## src/rtl/aes_pkg.sv

```systemverilog
// Shared AES helpers: Rijndael ShiftRows row offsets, block-width checks and
// the column/row to byte-index mapping used by the state permutation.
package aes_pkg;

    function automatic int state_w(input int nb);
        return 32 * nb;
    endfunction

    function automatic bit nb_legal(input int nb);
        return (nb == 4) || (nb == 6) || (nb == 8);
    endfunction

    // Wide Rijndael blocks skip offset 2: rows 2 and 3 shift by 3 and 4
    function automatic int shift_off(input int nb, input int r);
        return ((nb == 8) && (r >= 2)) ? r + 1 : r;
    endfunction

    function automatic int byte_idx(input int c, input int r);
        return 4 * c + r;
    endfunction

endpackage

```

## src/rtl/shift_rows_pipe_if.sv

```systemverilog
// Valid/ready streaming bus around the ShiftRows pipeline: upstream state
// entry with direction and tag, downstream permuted state with tag.
interface shift_rows_pipe_if
    import aes_pkg::*;
#(
    parameter int NB    = 4,
    parameter int TAG_W = 4
);
    localparam int DW = state_w(NB);

    logic             in_valid;
    logic             in_ready;
    logic             in_inv;
    logic [TAG_W-1:0] in_tag;
    logic [DW-1:0]    in_state;
    logic             out_valid;
    logic             out_ready;
    logic [TAG_W-1:0] out_tag;
    logic [DW-1:0]    out_state;

    modport master (
        output in_valid, in_inv, in_tag, in_state, out_ready,
        input  in_ready, out_valid, out_tag, out_state
    );

    modport slave (
        input  in_valid, in_inv, in_tag, in_state, out_ready,
        output in_ready, out_valid, out_tag, out_state
    );
endinterface

```

## src/rtl/shift_rows_perm.sv

```systemverilog
// Combinational ShiftRows / InvShiftRows byte permutation for Nb = 4, 6 or 8.
// Pure wiring plus a 2:1 mux per byte, so it is reusable inside a round core.
module shift_rows_perm
    import aes_pkg::*;
#(
    parameter int NB = 4
) (
    input  logic [32*NB-1:0] state_in,
    input  logic             inv,
    output logic [32*NB-1:0] state_out
);
    if (!nb_legal(NB)) begin : g_bad_nb
        $error("shift_rows_perm: NB must be 4, 6 or 8");
    end

    for (genvar c = 0; c < NB; c++) begin : g_col
        for (genvar r = 0; r < 4; r++) begin : g_row
            localparam int OFF = shift_off(NB, r);
            localparam int FWD = byte_idx((c + OFF) % NB, r);
            localparam int INV = byte_idx((c + NB - OFF) % NB, r);
            localparam int DST = byte_idx(c, r);
            assign state_out[8*DST +: 8] = inv ? state_in[8*INV +: 8]
                                               : state_in[8*FWD +: 8];
        end
    end
endmodule

```

## src/rtl/shift_rows_pipe.sv

```systemverilog
// Pipelined ShiftRows / InvShiftRows stage with valid/ready flow control and
// a sideband tag; the permutation feeds stage 0, later stages are pure delay.
module shift_rows_pipe
    import aes_pkg::*;
#(
    parameter int NB     = 4,
    parameter int STAGES = 1,
    parameter int TAG_W  = 4
) (
    input  logic              clk,
    input  logic              rst_n,
    input  logic              flush,
    shift_rows_pipe_if.slave  bus
);
    localparam int DW = state_w(NB);

    if ((STAGES < 1) || (STAGES > 4)) begin : g_bad_stages
        $error("shift_rows_pipe: STAGES must be 1..4");
    end

    logic [DW-1:0]     perm_state;
    logic [STAGES-1:0] vld_p;
    logic [STAGES-1:0] load;
    logic [TAG_W-1:0]  tag_p  [STAGES];
    logic [DW-1:0]     data_p [STAGES];

    shift_rows_perm #(.NB(NB)) u_perm (
        .state_in  (bus.in_state),
        .inv       (bus.in_inv),
        .state_out (perm_state)
    );

    // A stage can load if downstream drains or any stage at or after it is empty
    always_comb begin
        for (int i = 0; i < STAGES; i++) begin
            load[i] = bus.out_ready;
            for (int j = i; j < STAGES; j++) begin
                if (!vld_p[j]) load[i] = 1'b1;
            end
        end
    end

    assign bus.in_ready  = load[0] | flush;
    assign bus.out_valid = vld_p[STAGES-1];
    assign bus.out_tag   = tag_p[STAGES-1];
    assign bus.out_state = data_p[STAGES-1];

    always_ff @(posedge clk or negedge rst_n) begin
        if (!rst_n) begin
            vld_p <= '0;
            for (int i = 0; i < STAGES; i++) begin
                tag_p[i]  <= '0;
                data_p[i] <= '0;
            end
        end else if (flush) begin
            vld_p <= '0;
        end else begin
            // stage 0: permuted input
            if (load[0]) begin
                vld_p[0]  <= bus.in_valid;
                tag_p[0]  <= bus.in_tag;
                data_p[0] <= perm_state;
            end
            // stages 1..STAGES-1: delay line
            for (int i = 1; i < STAGES; i++) begin
                if (load[i]) begin
                    vld_p[i]  <= vld_p[i-1];
                    tag_p[i]  <= tag_p[i-1];
                    data_p[i] <= data_p[i-1];
                end
            end
        end
    end
endmodule

```

## src/flat_wrapper.sv

```systemverilog
// flat-port wrapper written by rule: the top's interface ports become plain ports
module shift_rows_pipe_flat import aes_pkg::*;
#(
    parameter int NB     = 4,
    parameter int STAGES = 1,
    parameter int TAG_W  = 4
)
  (clk, rst_n, flush, bus_in_valid, bus_in_inv, bus_in_tag, bus_in_state, bus_out_ready, bus_in_ready, bus_out_valid, bus_out_tag, bus_out_state);
  shift_rows_pipe_if #(.NB(NB), .TAG_W(TAG_W)) bus_i ();
  input  logic clk;
  input  logic rst_n;
  input  logic flush;
  input wire logic [$bits(bus_i.in_valid)-1:0] bus_in_valid;
  input wire logic [$bits(bus_i.in_inv)-1:0] bus_in_inv;
  input wire logic [$bits(bus_i.in_tag)-1:0] bus_in_tag;
  input wire logic [$bits(bus_i.in_state)-1:0] bus_in_state;
  input wire logic [$bits(bus_i.out_ready)-1:0] bus_out_ready;
  output wire logic [$bits(bus_i.in_ready)-1:0] bus_in_ready;
  output wire logic [$bits(bus_i.out_valid)-1:0] bus_out_valid;
  output wire logic [$bits(bus_i.out_tag)-1:0] bus_out_tag;
  output wire logic [$bits(bus_i.out_state)-1:0] bus_out_state;
  assign bus_i.in_valid = bus_in_valid;
  assign bus_i.in_inv = bus_in_inv;
  assign bus_i.in_tag = bus_in_tag;
  assign bus_i.in_state = bus_in_state;
  assign bus_i.out_ready = bus_out_ready;
  assign bus_in_ready = bus_i.in_ready;
  assign bus_out_valid = bus_i.out_valid;
  assign bus_out_tag = bus_i.out_tag;
  assign bus_out_state = bus_i.out_state;
  shift_rows_pipe #(.NB(NB), .STAGES(STAGES), .TAG_W(TAG_W)) u_core (.clk(clk), .rst_n(rst_n), .flush(flush), .bus(bus_i));
endmodule
```

## config.mk

```make
export PLATFORM = sky130hd
export DESIGN_NAME = shift_rows_pipe_flat
export DESIGN_NICKNAME = d
export VERILOG_FILES = /design/src/rtl/aes_pkg.sv /design/src/rtl/shift_rows_pipe_if.sv /design/src/rtl/shift_rows_perm.sv /design/src/rtl/shift_rows_pipe.sv /design/src/flat_wrapper.sv
export SDC_FILE = /design/constraint.sdc
export NUM_CORES = 1
export LEC_CHECK = 0
export ABC_AREA = 1
export BUFFER_PORTS_ARGS = -buffer_cell sky130_fd_sc_hd__clkbuf_2
export CORE_UTILIZATION = 30
export DETAILED_ROUTE_END_ITERATION = 16
export GPL_TIMING_DRIVEN = 0
export PLACE_DENSITY = 0.63
export SETUP_SLACK_MARGIN = 0.2
export SLEW_MARGIN = 20
export SYNTH_ARGS = -nofsm -noshare
export SYNTH_HDL_FRONTEND = slang
export SYNTH_SLANG_ARGS = --single-unit
export TNS_END_PERCENT = 10
```

## constraint.sdc

```tcl
create_clock -name clk -period 1.44 [get_ports clk]
set_clock_uncertainty 0.15 [all_clocks]
set_input_delay 0.144 -clock clk [delete_from_list [all_inputs] [get_ports clk]]
set_output_delay 0.144 -clock clk [all_outputs]
set_load 0.02 [all_outputs]
```

==> flow_metrics.env <==
export IMPL_top_layer_used="met4"
export IMPL_arrival_ns=1.62
export IMPL_async_flop_share=1.00
export IMPL_timing_max_cap_violations=0
export IMPL_crit_type="reg -> reg"
export IMPL_finalNetCount=1352
export IMPL_endpoint_kind="register"
export IMPL_setup_ws_ns=-0.0466
export IMPL_rrSetupSlack_ns=-0.05
export IMPL_drive_above_1_share=0.359
export IMPL_tightestPinTransition_ns=0.601
export IMPL_antennaDiodeCount=0
export IMPL_die_area_um2=20300
export IMPL_clkTransAtPathRegs_ns=0.06
export IMPL_routed_wl_mm=24.9
export IMPL_power_mw=12.9
export IMPL_fin_crit_sh=1.03
export IMPL_hold_depth=4
export IMPL_synth_edf_count=0
export IMPL_cts_inserted_buffers=17
export IMPL_numClockSinks=133
export IMPL_r2r_end="u_core.bus.out_state[82]$_DFFE_PN0P_"
export IMPL_dr_wl_met2_mm=12.5
export IMPL_initial_core_util=0.311
export IMPL_grt_pass1_vias=6845
export IMPL_drv_slew=0
export IMPL_synth_nets=915
export IMPL_min_delay_path_class="in -> reg"
export IMPL_yosysTopAreaCell="dfrtp_1"
export IMPL_grt_setup_unrepaired="yes"
export IMPL_setup_viol=18
export IMPL_htreeDepth=4
export IMPL_grt_ovfl_total=0
export IMPL_max_slew_margin_rel=0.599
export IMPL_worstReg2RegStart="u_core.bus.out_valid$_DFFE_PN0P_"
export IMPL_whs_endpoint="u_core.bus.out_valid$_DFFE_PN0P_"
export IMPL_finalHoldViolations=0
export IMPL_crit_required_ns=1.57
export IMPL_yosysSeqAreaShare=0.563
export IMPL_rr_worst_depth=6
export IMPL_first_pass_iters=5
export IMPL_irDropWorstVdd_mv=0.755
export IMPL_clockRootBuffer="clkbuf_16"
export IMPL_pin_count=272
export IMPL_grt_pass1_wl_mm=35.4
export IMPL_drc=0
export IMPL_syn_area_per_cell_um2=7.61
export IMPL_yosysMostFrequentCell="nand2_1"
export IMPL_ys_warn_count=0
export IMPL_drtIter0Drc=343
export IMPL_synth_top_area_frac=0.563
export IMPL_worstHoldStart="bus_out_ready"
export IMPL_die_y_um=142
export IMPL_vias=6949
export IMPL_fin_crit_ns=1.49
export IMPL_via_per_inst=4.67
export IMPL_synth_cells=777
export IMPL_ys_seq_elements=133
export IMPL_crit_fanout=9
export IMPL_core_um2=19000
export IMPL_dr_wl_met3_mm=2.15
export IMPL_ys_types=11
export IMPL_place_hpwl_mm=14.4
export IMPL_drtAntennaViolNets=0
export IMPL_clock_latency_ns=0.41
export IMPL_netlist_area_um2=5910
export IMPL_power_density_nw_per_um2=1140
export IMPL_grt_max_degree=70
export IMPL_synthTopCellsByArea="dfrtp_1 56%, nand2_1 33%, nand3_1 5.8%"
export IMPL_failed_checks="negative setup slack"
export IMPL_nFillCells=1568
export IMPL_hold_slack_ns=0.0171
export IMPL_syn2layout_area_growth_pct=92.1
export IMPL_status="finished with violations"
export IMPL_globalRouteTotalUtil=0.226
export IMPL_wl_per_cell_um=16.8
export IMPL_synth_ff_type="dfrtp_1"
export IMPL_antenna_found_initial=0
export IMPL_place_gp_congestion=0.871
export IMPL_port_buffers=271
export IMPL_synthTopCellsByCount="522 x nand2_1, 133 x dfrtp_1, 69 x nand3_1, 21 x buf_2, 15 x clkbuf_1"
export IMPL_cts_max_path_buffers=2
export IMPL_p_leak_nw=6.13
export IMPL_die_w_um=142
export IMPL_tritoncts="yes"
export IMPL_startpoint_type="register"
export IMPL_max_freq_mhz=673
export IMPL_wl_met1_mm=9.68
export IMPL_num_rows=50
[power breakdown]
group	internal [mW]	leakage, nW	switching, mW
logic	1.82	4.20	1.82
registers	4.20	1.64	0.384
clock network	2.92	0.298	1.78
total	8.93	6.13	3.99
[layer usage]
metal | up-vias | global-route usage
met5 | - | 0
met2 | 357 | 0.394
met4 | 0 | 0.0804
met3 | 51 | 0.0720
li1 | 3271 | -
met1 | 3270 | 0.258
[layout by cell type (no fill, tap or decap)]
master / netlist / final
nand2_1: 522 / 439
dfrtp_2: 0 / 2
clkbuf_2: 0 / 139
nand2_8: 0 / 1
clkinv_4: 0 / 1
inv_1: 1 / 1
clkbuf_16: 0 / 24
buf_8: 0 / 16
buf_4: 9 / 4
dlygate4sd3_1: 0 / 134
buf_6: 0 / 7
buf_12: 0 / 8
clkinvlp_4: 0 / 3
buf_2: 21 / 11
nand2_4: 0 / 12
nand3_1: 69 / 68
inv_6: 0 / 4
buf_1: 2 / 2
a21oi_4: 1 / 1
inv_2: 2 / 2
nand3_2: 0 / 1
nand2_2: 2 / 72
clkinv_2: 0 / 2
clkbuf_8: 0 / 103
dfrtp_1: 133 / 131
bufinv_16: 0 / 4
clkbuf_4: 0 / 23
buf_16: 0 / 1
clkbuf_1: 15 / 11
[state kept, by name, summed over array words and instances, names as in the netlist]
register,cells
u_core.bus.out_state,128
u_core.bus.out_tag,4
u_core.bus.out_valid,1
[stage by stage]
step	cell area (µm²)	worst slack, ns	utilization	setup TNS (ns)	cells
6_report	11400	-0.0466	0.597	-0.196	1487
5_1_grt	11400	-0.0903	0.597	-3.79	1487
4_1_cts	10800	-0.0383	0.569	-0.201	1477
3_5_place_dp	7680	-0.113	0.404	-3.84	1309
3_3_place_gp	7640	-2.55	0.402	-300.91	1308
2_1_floorplan	5960	0.172	-	0	777
[critical path, cell delays in order, from the launching register on]
cell	delay, ns
dfrtp_2	0.46
nand2_4	0.17
nand2_8	0.09
buf_12	0.18
clkbuf_16	0.16
nand2_2	0.06
nand2_1	0.08
[timing repair]
item,4_1_cts,5_1_grt
pin swaps,6,8
resized for setup,276,120
setup buffers,2,3
endpoints found under the setup margin,266,335
endpoints found under the hold margin,197,0
hold buffers,134,0
cloned,0,7
[cells by family (layout without fill, tap and decap cells)]
group                  after synthesis  in the layout  synth area share
AO/OA/AOI/OAI                        1              1           0.00275
buffers and inverters               50            500            0.0419
flip-flops                         133            133             0.563
AND/OR/NAND/NOR                    593            593             0.392
[layout make-up]
cell class / instances / area (µm²) / share of cell area
timing repair buffer: 418 / 4000 / 0.353
sequential: 133 / 3330 / 0.293
multi-input combinational: 594 / 2620 / 0.231
buffer: 47 / 437 / 0.0385
clock buffer: 18 / 429 / 0.0378
tap: 260 / 325 / 0.0287
clock inverter: 14 / 196 / 0.0173
inverter: 3 / 11.3 / 0.000992
[worst max path at each step]
stage | end | depth (start not counted) | from | slack [ns]
after floorplan | u_core.bus.out_state[104]$_DFFE_PN0P_ | 6 | u_core.bus.out_valid$_DFFE_PN0P_ | 0.17
after global placement | u_core.bus.out_valid$_DFFE_PN0P_ | 1 | rst_n | -2.55
after detailed placement | u_core.bus.out_state[92]$_DFFE_PN0P_ | 4 | u_core.bus.out_valid$_DFFE_PN0P_ | -0.11
after CTS | bus_in_ready | 2 | u_core.bus.out_valid$_DFFE_PN0P_ | -0.04
after global routing | u_core.bus.out_state[53]$_DFFE_PN0P_ | 6 | u_core.bus.out_valid$_DFFE_PN0P_ | -0.09
final | u_core.bus.out_state[82]$_DFFE_PN0P_ | 6 | u_core.bus.out_valid$_DFFE_PN0P_ | -0.05
Power figures use the tool's default switching activity.
